<file path="src/rtl/gen_stream_pkg.sv">
// Shared types and constants for generator-stream reducers.
// Holds the controller state encoding, the flag bit positions and the most-negative helper.
package gen_stream_pkg;

  typedef enum logic [2:0] {
    S_IDLE    = 3'd0,
    S_LAUNCH  = 3'd1,
    S_COLLECT = 3'd2,
    S_EMIT    = 3'd3,
    S_FINISH  = 3'd4
  } state_t;

  localparam int FLAG_EMPTY   = 0;
  localparam int FLAG_TIMEOUT = 1;

  // Two's-complement most-negative value for a w-bit signed field (w <= 64).
  function automatic logic [63:0] most_neg(input int unsigned w);
    most_neg = 64'd1 << (w - 32'd1);
  endfunction

endpackage

</file>
<file path="src/rtl/gen_stream_reducer_if.sv">
// Caller-side and generator-side handshake bundle of the stream reducer.
// The master modport is the reducer; the slave modport is its environment.
interface gen_stream_reducer_if #(
  parameter int WIDTH     = 32,
  parameter int ACC_WIDTH = 48,
  parameter int CNT_WIDTH = 32
);
  logic                 _start;
  logic [WIDTH-1:0]     n;
  logic                 _ready;
  logic                 _valid;
  logic                 _done;
  logic [ACC_WIDTH-1:0] _out0;
  logic [CNT_WIDTH-1:0] _out1;
  logic [WIDTH-1:0]     _out2;
  logic [1:0]           _out3;

  logic [WIDTH-1:0]     gen_n;
  logic                 gen_start;
  logic                 gen_ready;
  logic                 gen_valid;
  logic                 gen_done;
  logic [WIDTH-1:0]     gen_out0;
  logic [WIDTH-1:0]     gen_out1;

  modport master (
    input  _start, n, _ready, gen_valid, gen_done, gen_out0, gen_out1,
    output _valid, _done, _out0, _out1, _out2, _out3, gen_n, gen_start, gen_ready
  );

  modport slave (
    output _start, n, _ready, gen_valid, gen_done, gen_out0, gen_out1,
    input  _valid, _done, _out0, _out1, _out2, _out3, gen_n, gen_start, gen_ready
  );
endinterface

</file>
<file path="src/rtl/gen_stream_reducer_acc.sv">
// Reduction datapath: wrapping signed sum, saturating beat count and signed running max.
// Clear has priority over accept; no control state lives here.
module gen_stream_acc
  import gen_stream_pkg::*;
#(
  parameter int WIDTH     = 32,
  parameter int ACC_WIDTH = 48,
  parameter int CNT_WIDTH = 32
) (
  input  logic                 i_clk,
  input  logic                 i_rst_n,
  input  logic                 i_clear,
  input  logic                 i_accept,
  input  logic [WIDTH-1:0]     i_val0,
  input  logic [WIDTH-1:0]     i_val1,
  output logic [ACC_WIDTH-1:0] o_sum,
  output logic [CNT_WIDTH-1:0] o_count,
  output logic [WIDTH-1:0]     o_max
);
  localparam logic [WIDTH-1:0] MOST_NEG = WIDTH'(most_neg(WIDTH));

  logic [ACC_WIDTH-1:0] r_sum;
  logic [CNT_WIDTH-1:0] r_count;
  logic [WIDTH-1:0]     r_max;
  logic [ACC_WIDTH-1:0] w_val0_ext;

  assign w_val0_ext = {{(ACC_WIDTH - WIDTH){i_val0[WIDTH-1]}}, i_val0};

  // Accumulator registers.
  always_ff @(posedge i_clk or negedge i_rst_n) begin
    if (!i_rst_n) begin
      r_sum   <= '0;
      r_count <= '0;
      r_max   <= '0;
    end else if (i_clear) begin
      r_sum   <= '0;
      r_count <= '0;
      r_max   <= MOST_NEG;
    end else if (i_accept) begin
      r_sum <= r_sum + w_val0_ext;
      if (r_count != {CNT_WIDTH{1'b1}}) begin
        r_count <= r_count + CNT_WIDTH'(1);
      end
      if ($signed(i_val1) > $signed(r_max)) begin
        r_max <= i_val1;
      end
    end
  end

  assign o_sum   = r_sum;
  assign o_count = r_count;
  assign o_max   = r_max;
endmodule

</file>
<file path="src/rtl/gen_stream_reducer.sv">
// Launches one tuple generator, reduces its stream to (sum, count, max, flags)
// and offers that summary on its own ready/valid/done interface.
module gen_stream_reducer
  import gen_stream_pkg::*;
#(
  parameter int WIDTH     = 32,
  parameter int ACC_WIDTH = 48,
  parameter int CNT_WIDTH = 32,
  parameter int TIMEOUT   = 1024,
  parameter int THROTTLE  = 0
) (
  input logic                  _clock,
  input logic                  _reset,
  gen_stream_reducer_if.master bus
);
  localparam int WD_WIDTH = (TIMEOUT > 0) ? $clog2(TIMEOUT + 1) : 1;
  localparam logic [WD_WIDTH-1:0] WD_LIMIT = WD_WIDTH'(TIMEOUT);

  state_t               r_state,     w_state_nxt;
  logic [WIDTH-1:0]     r_gen_n,     w_gen_n_nxt;
  logic                 r_gen_start, w_gen_start_nxt;
  logic                 r_gen_ready, w_gen_ready_nxt;
  logic                 r_valid,     w_valid_nxt;
  logic                 r_done,      w_done_nxt;
  logic                 r_timeout,   w_timeout_nxt;
  logic [ACC_WIDTH-1:0] r_out0,      w_out0_nxt;
  logic [CNT_WIDTH-1:0] r_out1,      w_out1_nxt;
  logic [WIDTH-1:0]     r_out2,      w_out2_nxt;
  logic [1:0]           r_out3,      w_out3_nxt;
  logic [WD_WIDTH-1:0]  r_wd,        w_wd_nxt;
  logic [WD_WIDTH-1:0]  w_wd_inc;
  logic                 w_acc_clear;
  logic                 w_acc_accept;
  logic [ACC_WIDTH-1:0] w_sum;
  logic [CNT_WIDTH-1:0] w_count;
  logic [WIDTH-1:0]     w_max;

  gen_stream_acc #(
    .WIDTH     (WIDTH),
    .ACC_WIDTH (ACC_WIDTH),
    .CNT_WIDTH (CNT_WIDTH)
  ) u_acc (
    .i_clk    (_clock),
    .i_rst_n  (_reset),
    .i_clear  (w_acc_clear),
    .i_accept (w_acc_accept),
    .i_val0   (bus.gen_out0),
    .i_val1   (bus.gen_out1),
    .o_sum    (w_sum),
    .o_count  (w_count),
    .o_max    (w_max)
  );

  assign w_wd_inc = r_wd + WD_WIDTH'(1);

  // Next-state and next-output logic; _start overrides every state.
  always_comb begin
    w_state_nxt     = r_state;
    w_gen_n_nxt     = r_gen_n;
    w_gen_start_nxt = r_gen_start;
    w_gen_ready_nxt = r_gen_ready;
    w_valid_nxt     = r_valid;
    w_done_nxt      = 1'b0;
    w_timeout_nxt   = r_timeout;
    w_out0_nxt      = r_out0;
    w_out1_nxt      = r_out1;
    w_out2_nxt      = r_out2;
    w_out3_nxt      = r_out3;
    w_wd_nxt        = r_wd;
    w_acc_clear     = 1'b0;
    w_acc_accept    = 1'b0;

    if (bus._start) begin
      w_gen_n_nxt     = bus.n;
      w_gen_start_nxt = 1'b1;
      w_gen_ready_nxt = 1'b0;
      w_valid_nxt     = 1'b0;
      w_timeout_nxt   = 1'b0;
      w_wd_nxt        = '0;
      w_acc_clear     = 1'b1;
      w_state_nxt     = S_LAUNCH;
    end else begin
      case (r_state)
        S_IDLE: begin
          w_state_nxt = S_IDLE;
        end
        S_LAUNCH: begin
          w_gen_start_nxt = 1'b0;
          w_gen_ready_nxt = 1'b1;
          w_state_nxt     = S_COLLECT;
        end
        S_COLLECT: begin
          w_acc_accept = bus.gen_valid && r_gen_ready;
          if (w_acc_accept) begin
            w_wd_nxt = '0;
          end else if (!bus.gen_valid && !bus.gen_done) begin
            w_wd_nxt = w_wd_inc;
          end else begin
            w_wd_nxt = r_wd;
          end
          // Silence-based abort only counts cycles where the generator shows nothing.
          if (bus.gen_done) begin
            w_gen_ready_nxt = 1'b0;
            w_state_nxt     = S_EMIT;
          end else if ((TIMEOUT != 0) && !bus.gen_valid && (w_wd_inc == WD_LIMIT)) begin
            w_gen_ready_nxt = 1'b0;
            w_timeout_nxt   = 1'b1;
            w_state_nxt     = S_EMIT;
          end else if (THROTTLE != 0) begin
            w_gen_ready_nxt = ~r_gen_ready;
          end else begin
            w_gen_ready_nxt = r_gen_ready;
          end
        end
        S_EMIT: begin
          if (!r_valid) begin
            w_out0_nxt                = w_sum;
            w_out1_nxt                = w_count;
            w_out2_nxt                = w_max;
            w_out3_nxt                = 2'b00;
            w_out3_nxt[FLAG_EMPTY]    = (w_count == '0);
            w_out3_nxt[FLAG_TIMEOUT]  = r_timeout;
            w_valid_nxt               = 1'b1;
          end else if (bus._ready) begin
            w_valid_nxt = 1'b0;
            w_state_nxt = S_FINISH;
          end else begin
            w_valid_nxt = 1'b1;
          end
        end
        S_FINISH: begin
          w_done_nxt  = 1'b1;
          w_state_nxt = S_IDLE;
        end
        default: begin
          w_state_nxt = S_IDLE;
        end
      endcase
    end
  end

  // State and output registers.
  always_ff @(posedge _clock or negedge _reset) begin
    if (!_reset) begin
      r_state     <= S_IDLE;
      r_gen_n     <= '0;
      r_gen_start <= 1'b0;
      r_gen_ready <= 1'b0;
      r_valid     <= 1'b0;
      r_done      <= 1'b0;
      r_timeout   <= 1'b0;
      r_out0      <= '0;
      r_out1      <= '0;
      r_out2      <= '0;
      r_out3      <= 2'b00;
      r_wd        <= '0;
    end else begin
      r_state     <= w_state_nxt;
      r_gen_n     <= w_gen_n_nxt;
      r_gen_start <= w_gen_start_nxt;
      r_gen_ready <= w_gen_ready_nxt;
      r_valid     <= w_valid_nxt;
      r_done      <= w_done_nxt;
      r_timeout   <= w_timeout_nxt;
      r_out0      <= w_out0_nxt;
      r_out1      <= w_out1_nxt;
      r_out2      <= w_out2_nxt;
      r_out3      <= w_out3_nxt;
      r_wd        <= w_wd_nxt;
    end
  end

  assign bus.gen_n     = r_gen_n;
  assign bus.gen_start = r_gen_start;
  assign bus.gen_ready = r_gen_ready;
  assign bus._valid    = r_valid;
  assign bus._done     = r_done;
  assign bus._out0     = r_out0;
  assign bus._out1     = r_out1;
  assign bus._out2     = r_out2;
  assign bus._out3     = r_out3;
endmodule

</file>
<file path="src/flat_wrapper.sv">
// flat-port wrapper written by rule: the top's interface ports become plain ports
module gen_stream_reducer_flat import gen_stream_pkg::*;
#(
  parameter int WIDTH     = 32,
  parameter int ACC_WIDTH = 48,
  parameter int CNT_WIDTH = 32,
  parameter int TIMEOUT   = 1024,
  parameter int THROTTLE  = 0
)
  (_clock, _reset, bus__start, bus_n, bus__ready, bus_gen_valid, bus_gen_done, bus_gen_out0, bus_gen_out1, bus__valid, bus__done, bus__out0, bus__out1, bus__out2, bus__out3, bus_gen_n, bus_gen_start, bus_gen_ready);
  gen_stream_reducer_if #(.WIDTH(WIDTH), .ACC_WIDTH(ACC_WIDTH), .CNT_WIDTH(CNT_WIDTH)) bus_i ();
  input logic _clock;
  input logic _reset;
  input wire logic [$bits(bus_i._start)-1:0] bus__start;
  input wire logic [$bits(bus_i.n)-1:0] bus_n;
  input wire logic [$bits(bus_i._ready)-1:0] bus__ready;
  input wire logic [$bits(bus_i.gen_valid)-1:0] bus_gen_valid;
  input wire logic [$bits(bus_i.gen_done)-1:0] bus_gen_done;
  input wire logic [$bits(bus_i.gen_out0)-1:0] bus_gen_out0;
  input wire logic [$bits(bus_i.gen_out1)-1:0] bus_gen_out1;
  output wire logic [$bits(bus_i._valid)-1:0] bus__valid;
  output wire logic [$bits(bus_i._done)-1:0] bus__done;
  output wire logic [$bits(bus_i._out0)-1:0] bus__out0;
  output wire logic [$bits(bus_i._out1)-1:0] bus__out1;
  output wire logic [$bits(bus_i._out2)-1:0] bus__out2;
  output wire logic [$bits(bus_i._out3)-1:0] bus__out3;
  output wire logic [$bits(bus_i.gen_n)-1:0] bus_gen_n;
  output wire logic [$bits(bus_i.gen_start)-1:0] bus_gen_start;
  output wire logic [$bits(bus_i.gen_ready)-1:0] bus_gen_ready;
  assign bus_i._start = bus__start;
  assign bus_i.n = bus_n;
  assign bus_i._ready = bus__ready;
  assign bus_i.gen_valid = bus_gen_valid;
  assign bus_i.gen_done = bus_gen_done;
  assign bus_i.gen_out0 = bus_gen_out0;
  assign bus_i.gen_out1 = bus_gen_out1;
  assign bus__valid = bus_i._valid;
  assign bus__done = bus_i._done;
  assign bus__out0 = bus_i._out0;
  assign bus__out1 = bus_i._out1;
  assign bus__out2 = bus_i._out2;
  assign bus__out3 = bus_i._out3;
  assign bus_gen_n = bus_i.gen_n;
  assign bus_gen_start = bus_i.gen_start;
  assign bus_gen_ready = bus_i.gen_ready;
  gen_stream_reducer #(.WIDTH(WIDTH), .ACC_WIDTH(ACC_WIDTH), .CNT_WIDTH(CNT_WIDTH), .TIMEOUT(TIMEOUT), .THROTTLE(THROTTLE)) u_core (._clock(_clock), ._reset(_reset), .bus(bus_i));
endmodule
</file>
<file path="config.mk">
export PLATFORM = sky130hd
export DESIGN_NAME = gen_stream_reducer_flat
export DESIGN_NICKNAME = d
export VERILOG_FILES = /design/src/rtl/gen_stream_pkg.sv /design/src/rtl/gen_stream_reducer_if.sv /design/src/rtl/gen_stream_reducer_acc.sv /design/src/rtl/gen_stream_reducer.sv /design/src/flat_wrapper.sv
export SDC_FILE = /design/constraint.sdc
export NUM_CORES = 1
export LEC_CHECK = 0
export ABC_AREA = 0
export CORE_MARGIN = 2
export CORE_UTILIZATION = 31
export DETAILED_ROUTE_END_ITERATION = 8
export HOLD_SLACK_MARGIN = 0.12
export REMOVE_ABC_BUFFERS = 1
export SETUP_SLACK_MARGIN = 0.4
export SLEW_MARGIN = 15
export SYNTH_ARGS = -nofsm -noshare
export SYNTH_HDL_FRONTEND = slang
export SYNTH_SLANG_ARGS = --single-unit
</file>
<file path="constraint.sdc">
create_clock -name _clock -period 6.6 [get_ports _clock]
set_input_delay 1.98 -clock _clock [delete_from_list [all_inputs] [get_ports _clock]]
set_output_delay 1.98 -clock _clock [all_outputs]
set_load 0.005 [all_outputs]
</file>
==> tab_implementation.tex <==
\begin{tabular}{lr}
\hline
Metric & Value \\
\hline
\multicolumn{2}{l}{\textbf{Global routing}} \\
Overall global routing resource usage & about 16\% \\
First-pass GRT wire length & 64.5 mm \\
Number of antenna violations at the first check in global routing & 4 \\
Number of global-route vias before repair & 11594 \\
Maximum number of pins on one net before global-route repair & 110 \\
Total grt overflow & 0 \\
\multicolumn{2}{l}{\textbf{Clock tree}} \\
Clock tree from TritonCTS & done \\
Hold buffer count at cts & 0 \\
Total number of H-tree levels & 2 \\
CTS sink cnt & roughly 280 \\
Buffer count from post-CTS setup fixing & 0 \\
CTS buffer count & 36 \\
Clock root cell & sky130\_fd\_sc\_hd\_\_clkbuf\_16 \\
Clk Latency, worst-skew pair & between 0.5 and 0.6 ns \\
Buffers from clock root to sink, at most & 3 \\
Worst-path clk slew & $\sim$0.060 ns \\
\# resized after CTS & 0 \\
\multicolumn{2}{l}{\textbf{Die}} \\
Die area & slightly below 50000 µm² \\
Chip Width & roughly 220 µm \\
Starting Density & a little under a third \\
Die span in y & between 200 and 250 µm \\
Core ar. & 46800 µm² \\
IO Pins & roughly 250 \\
Core Rows & between 70 and 80 \\
\multicolumn{2}{l}{\textbf{Synth}} \\
Post-synth ARST share & between 90\% and 100\% \\
Number of instances in the synthesized netlist & 1419 \\
Most repeated cell in the gate-level netlist after synthesis & sky130\_fd\_sc\_hd\_\_dfrtp\_1 \\
Top post-synthesis cells by count & sky130\_fd\_sc\_hd\_\_dfrtp\_1 (277), sky130\_fd\_sc\_hd\_\_mux2\_2 (146), sky130\_fd\_sc\_hd\_\_nand2\_1 (135), sky130\_fd\_sc\_hd\_\_nor2\_1 (114), sky130\_fd\_sc\_hd\_\_a21oi\_1 (107) \\
Cell types occupying the most area after synthesis & sky130\_fd\_sc\_hd\_\_dfrtp\_1 (47\%), sky130\_fd\_sc\_hd\_\_mux2\_2 (11\%), sky130\_fd\_sc\_hd\_\_ha\_1 (7.0\%), sky130\_fd\_sc\_hd\_\_a21oi\_1 (3.6\%), sky130\_fd\_sc\_hd\_\_nand2\_1 (3.4\%) \\
Synth Area in XOR/XNOR & 4.16\% \\
Avg Synthesized Cell Area & slightly above 10 µm² \\
Leading register cell type out of synthesis & sky130\_fd\_sc\_hd\_\_dfrtp\_1 \\
Compound-Gate Fraction of Synth Area & approximately an eighth \\
Simple-gate area share of the yosys netlist & 13.7\% \\
Post-synth top area share & 47.0\% \\
Number of enable-type register cells in the synthesized netlist & 0 \\
Yosys warns & 0 \\
Cell type with the highest aggregate area in the netlist & sky130\_fd\_sc\_hd\_\_dfrtp\_1 \\
Adder-Cell Fraction of Synth Area & 7.17\% \\
Mux cell area share after synthesis & roughly an eighth \\
Post-synthesis cell type count & 72 \\
Largest family of logic cells by synthesized area & simple AND/OR/NAND/NOR gates \\
Total standard cell area after synthesis & roughly 15000 µm² \\
Number of register bits inferred by synthesis & between 200 and 300 \\
Portion of the post-synthesis area used by sequential elements & between 40\% and 50\% \\
\multicolumn{2}{l}{\textbf{Worst setup path}} \\
Worst r2r path cells & 12 \\
Critical path type & primary input to flop \\
Reg2Reg Capture Point & u\_core.u\_acc.o\_max[29] \\
End of the critical path & u\_core.u\_acc.o\_max[29] \\
Type of element capturing the critical path & flop \\
Required time reported for the critical path endpoint & approximately 7 ns \\
Worst setup SP type & primary input \\
Arrival time reported for the critical path endpoint & roughly 5.3 ns \\
CP Max Fanout & 19 \\
Launching instance or port of the critical path & bus\_gen\_out1[1] \\
Launch instance of the worst register-to-register path & u\_core.u\_acc.o\_max[1] \\
Setup slack of the worst register-to-register path & around 3.2 ns \\
\multicolumn{2}{l}{\textbf{STA}} \\
Minimum clock period & a little under 5 ns \\
Fin. Hold Viols & 0 \\
Max-slew violation total from the final report & 0 \\
Worst clock skew & 0.0195 ns \\
Slew Limit Headroom & a little under two fifths \\
Unrepaired setup endpoints after global routing & no \\
Final-report setup violation count & 0 \\
Actual transition at the worst max-transition pin & a little over 0.9 ns \\
Final period util & about 75\% \\
Max Clock Freq & just over 200 MHz \\
\multicolumn{2}{l}{\textbf{Power and ir drop}} \\
Switch share & between 20\% and 30\% \\
Max rail drop VDD & 149 µV \\
Ratio of total power to cell area & about 220 nW/µm² \\
Fraction of power consumed by the clock network & 48.1\% \\
Switching power total & 0.00101 W \\
LEAKAGE & a little under 9 nW \\
Share of power burned in registers & roughly two fifths \\
Post-layout power & around 0.0042 W \\
Combinational group share of total power & 10.0\% \\
Cell internal power dissipation & roughly 0.0032 W \\
\multicolumn{2}{l}{\textbf{Routing}} \\
Post-detailed-route via-to-cell ratio & $\sim$5 \\
Count of vias placed by the detailed router & around 12000 \\
Total wire length after detailed routing & roughly 40 mm \\
Remaining design rule violation count & 0 \\
Average wire per standard cell & 17.4 µm \\
Post-detailed-route count of antenna-violating nets & 0 \\
Pre-antenna DRT Iters & 5 \\
Number of DRC markers after the initial detailed-route iteration & between 600 and 700 \\
\multicolumn{2}{l}{\textbf{Worst hold path}} \\
Type of the tightest min-delay check & flop to flop \\
\multicolumn{2}{l}{\textbf{Job}} \\
Max Cap Viol & 0 \\
\multicolumn{2}{l}{\textbf{Final layout}} \\
Relative area change from synthesis to final layout & 29.4\% \\
Share of layout cells above drive strength 1 & approximately 14\% \\
Finished Core Util & between 40\% and 50\% \\
Filler-free cell count of the finished design & around 2300 \\
Design Area, Final & about 19000 µm² \\
Antenna diode count & 0 \\
Total Nets Final & 1844 \\
Layout filler cell count & between 4000 and 5000 \\
\multicolumn{2}{l}{\textbf{Run status}} \\
Run status & completed \\
\multicolumn{2}{l}{\textbf{Place}} \\
Cell count after placement & 2227 \\
Post-detailed-placement cell area & between 15000 and 20000 µm² \\
Routability cong. & 0.874 \\
Number of buffers inserted by port buffering & around 250 \\
Total half-perimeter wirelength after legalization and detailed placement & between 20 and 30 mm \\
\hline
\end{tabular}
-- layout make-up --
type                    instances  area, µm²  share of cell area, %
inverters                      51        191                   1.00
flip-flops and latches        277       6930                   36.3
well taps                     607        759                   3.98
repair buffers                262       2610                   13.7
multi-input cells            1030       7380                   38.7
clock buffers                  50       1030                   5.42
clock inverters                14        185                  0.969
-- worst min path at each step --
stage                         start                    to  slack, ns  cells after the start
6_report       u_core.bus.gen_start  u_core.bus.gen_start       0.50                      1
5_1_grt         u_core.bus._out2[4]   u_core.bus._out2[4]       0.52                      1
4_1_cts        u_core.bus.gen_start  u_core.bus.gen_start       0.51                      1
3_5_place_dp   u_core.bus.gen_start  u_core.bus.gen_start       0.48                      1
3_3_place_gp   u_core.bus.gen_start  u_core.bus.gen_start       0.47                      1
2_1_floorplan      u_core.r_timeout      u_core.r_timeout       0.46                      2
-- per-layer routing --
layer	wire length [µm]	vias up	track usage [%]
li1	-	5561	-
met1	18500	5673	21.8
met2	18000	266	25.2
met3	2310	67	4.09
met4	1020	8	5.47
met5	46	-	0
-- state kept, by name, summed over array words and instances (netlist names), 2 cells and up --
name / flops
u_core.r_state: 3
u_core.u_acc.o_count: 32
u_core.r_wd: 11
u_core.bus._out2: 32
u_core.u_acc.o_sum: 48
u_core.bus._out3: 2
u_core.bus._out1: 32
u_core.bus._out0: 48
u_core.u_acc.o_max: 32
u_core.bus.gen_n: 32
-- worst max-delay path, cell delays in order --
cell and delay (ns):
sky130_fd_sc_hd__clkdlybuf4s50_1 0.45, sky130_fd_sc_hd__ha_1 0.32, sky130_fd_sc_hd__nor2b_1 0.13, sky130_fd_sc_hd__o21a_1 0.15, sky130_fd_sc_hd__o21ai_0 0.20, sky130_fd_sc_hd__a21oi_1 0.13
sky130_fd_sc_hd__o311ai_0 0.54, sky130_fd_sc_hd__a31o_2 0.25, sky130_fd_sc_hd__nand3_2 0.50, sky130_fd_sc_hd__buf_4 0.43, sky130_fd_sc_hd__mux2i_1 0.18, sky130_fd_sc_hd__nor2_1 0.05
-- cells by family after synthesis --
kind of cell,Yosys count
and+or+nand+nor,421
AOI/OAI and AO/OA,278
DFF,277
muxes,177
buffers and inverters,112
adders and majority gates,84
xor gates and xnor gates,70
-- metrics by stage --
| step | hold slack [ns] | TNS [ns] | worst slack, ns |
|---|---|---|---|
| 2_1_floorplan | 0.461 | -877.49 | -7.70 |
| 3_3_place_gp | 0.468 | 0 | 1.23 |
| 3_5_place_dp | 0.478 | 0 | 1.11 |
| 4_1_cts | 0.506 | 0 | 1.67 |
| 5_1_grt | 0.517 | 0 | 1.37 |
| 6_report | 0.495 | 0 | 1.66 |
-- layout by cell type, fill, tap and decap left out, types with 8 or more instances in the layout --
master	synthesis	routed
sky130_fd_sc_hd__dfrtp_1	277	277
sky130_fd_sc_hd__clkdlybuf4s50_1	0	249
sky130_fd_sc_hd__mux2_2	146	146
sky130_fd_sc_hd__nand2_1	135	135
sky130_fd_sc_hd__nor2_1	114	114
sky130_fd_sc_hd__a21oi_1	107	107
sky130_fd_sc_hd__ha_1	83	83
sky130_fd_sc_hd__o21ai_0	62	62
sky130_fd_sc_hd__inv_1	51	51
sky130_fd_sc_hd__xor2_1	42	42
sky130_fd_sc_hd__clkbuf_16	0	37
sky130_fd_sc_hd__nand4_1	35	35
sky130_fd_sc_hd__mux2i_1	31	31
sky130_fd_sc_hd__nand3_1	31	29
sky130_fd_sc_hd__xnor2_1	28	28
sky130_fd_sc_hd__a21o_1	26	26
sky130_fd_sc_hd__nor4_1	16	15
sky130_fd_sc_hd__and3_1	12	12
sky130_fd_sc_hd__nor3_1	12	12
sky130_fd_sc_hd__and2_1	11	11
sky130_fd_sc_hd__buf_4	3	10
sky130_fd_sc_hd__o211ai_1	9	9
sky130_fd_sc_hd__nor2b_1	9	9
sky130_fd_sc_hd__o21a_1	8	8
sky130_fd_sc_hd__o21bai_1	8	8
-- power by group through the flow --
stage,Sequential (W),Clock [W],Combinational (W)
after floorplan,0.00179,0,0.000194
after CTS,0.00177,0.00211,0.000432
after global routing,0.00177,0.00216,0.000467
after global placement,0.00179,0,0.000423
final,0.00177,0.00203,0.000423
after detailed placement,0.00180,0,0.000429
Power figures use the tool's default switching activity.
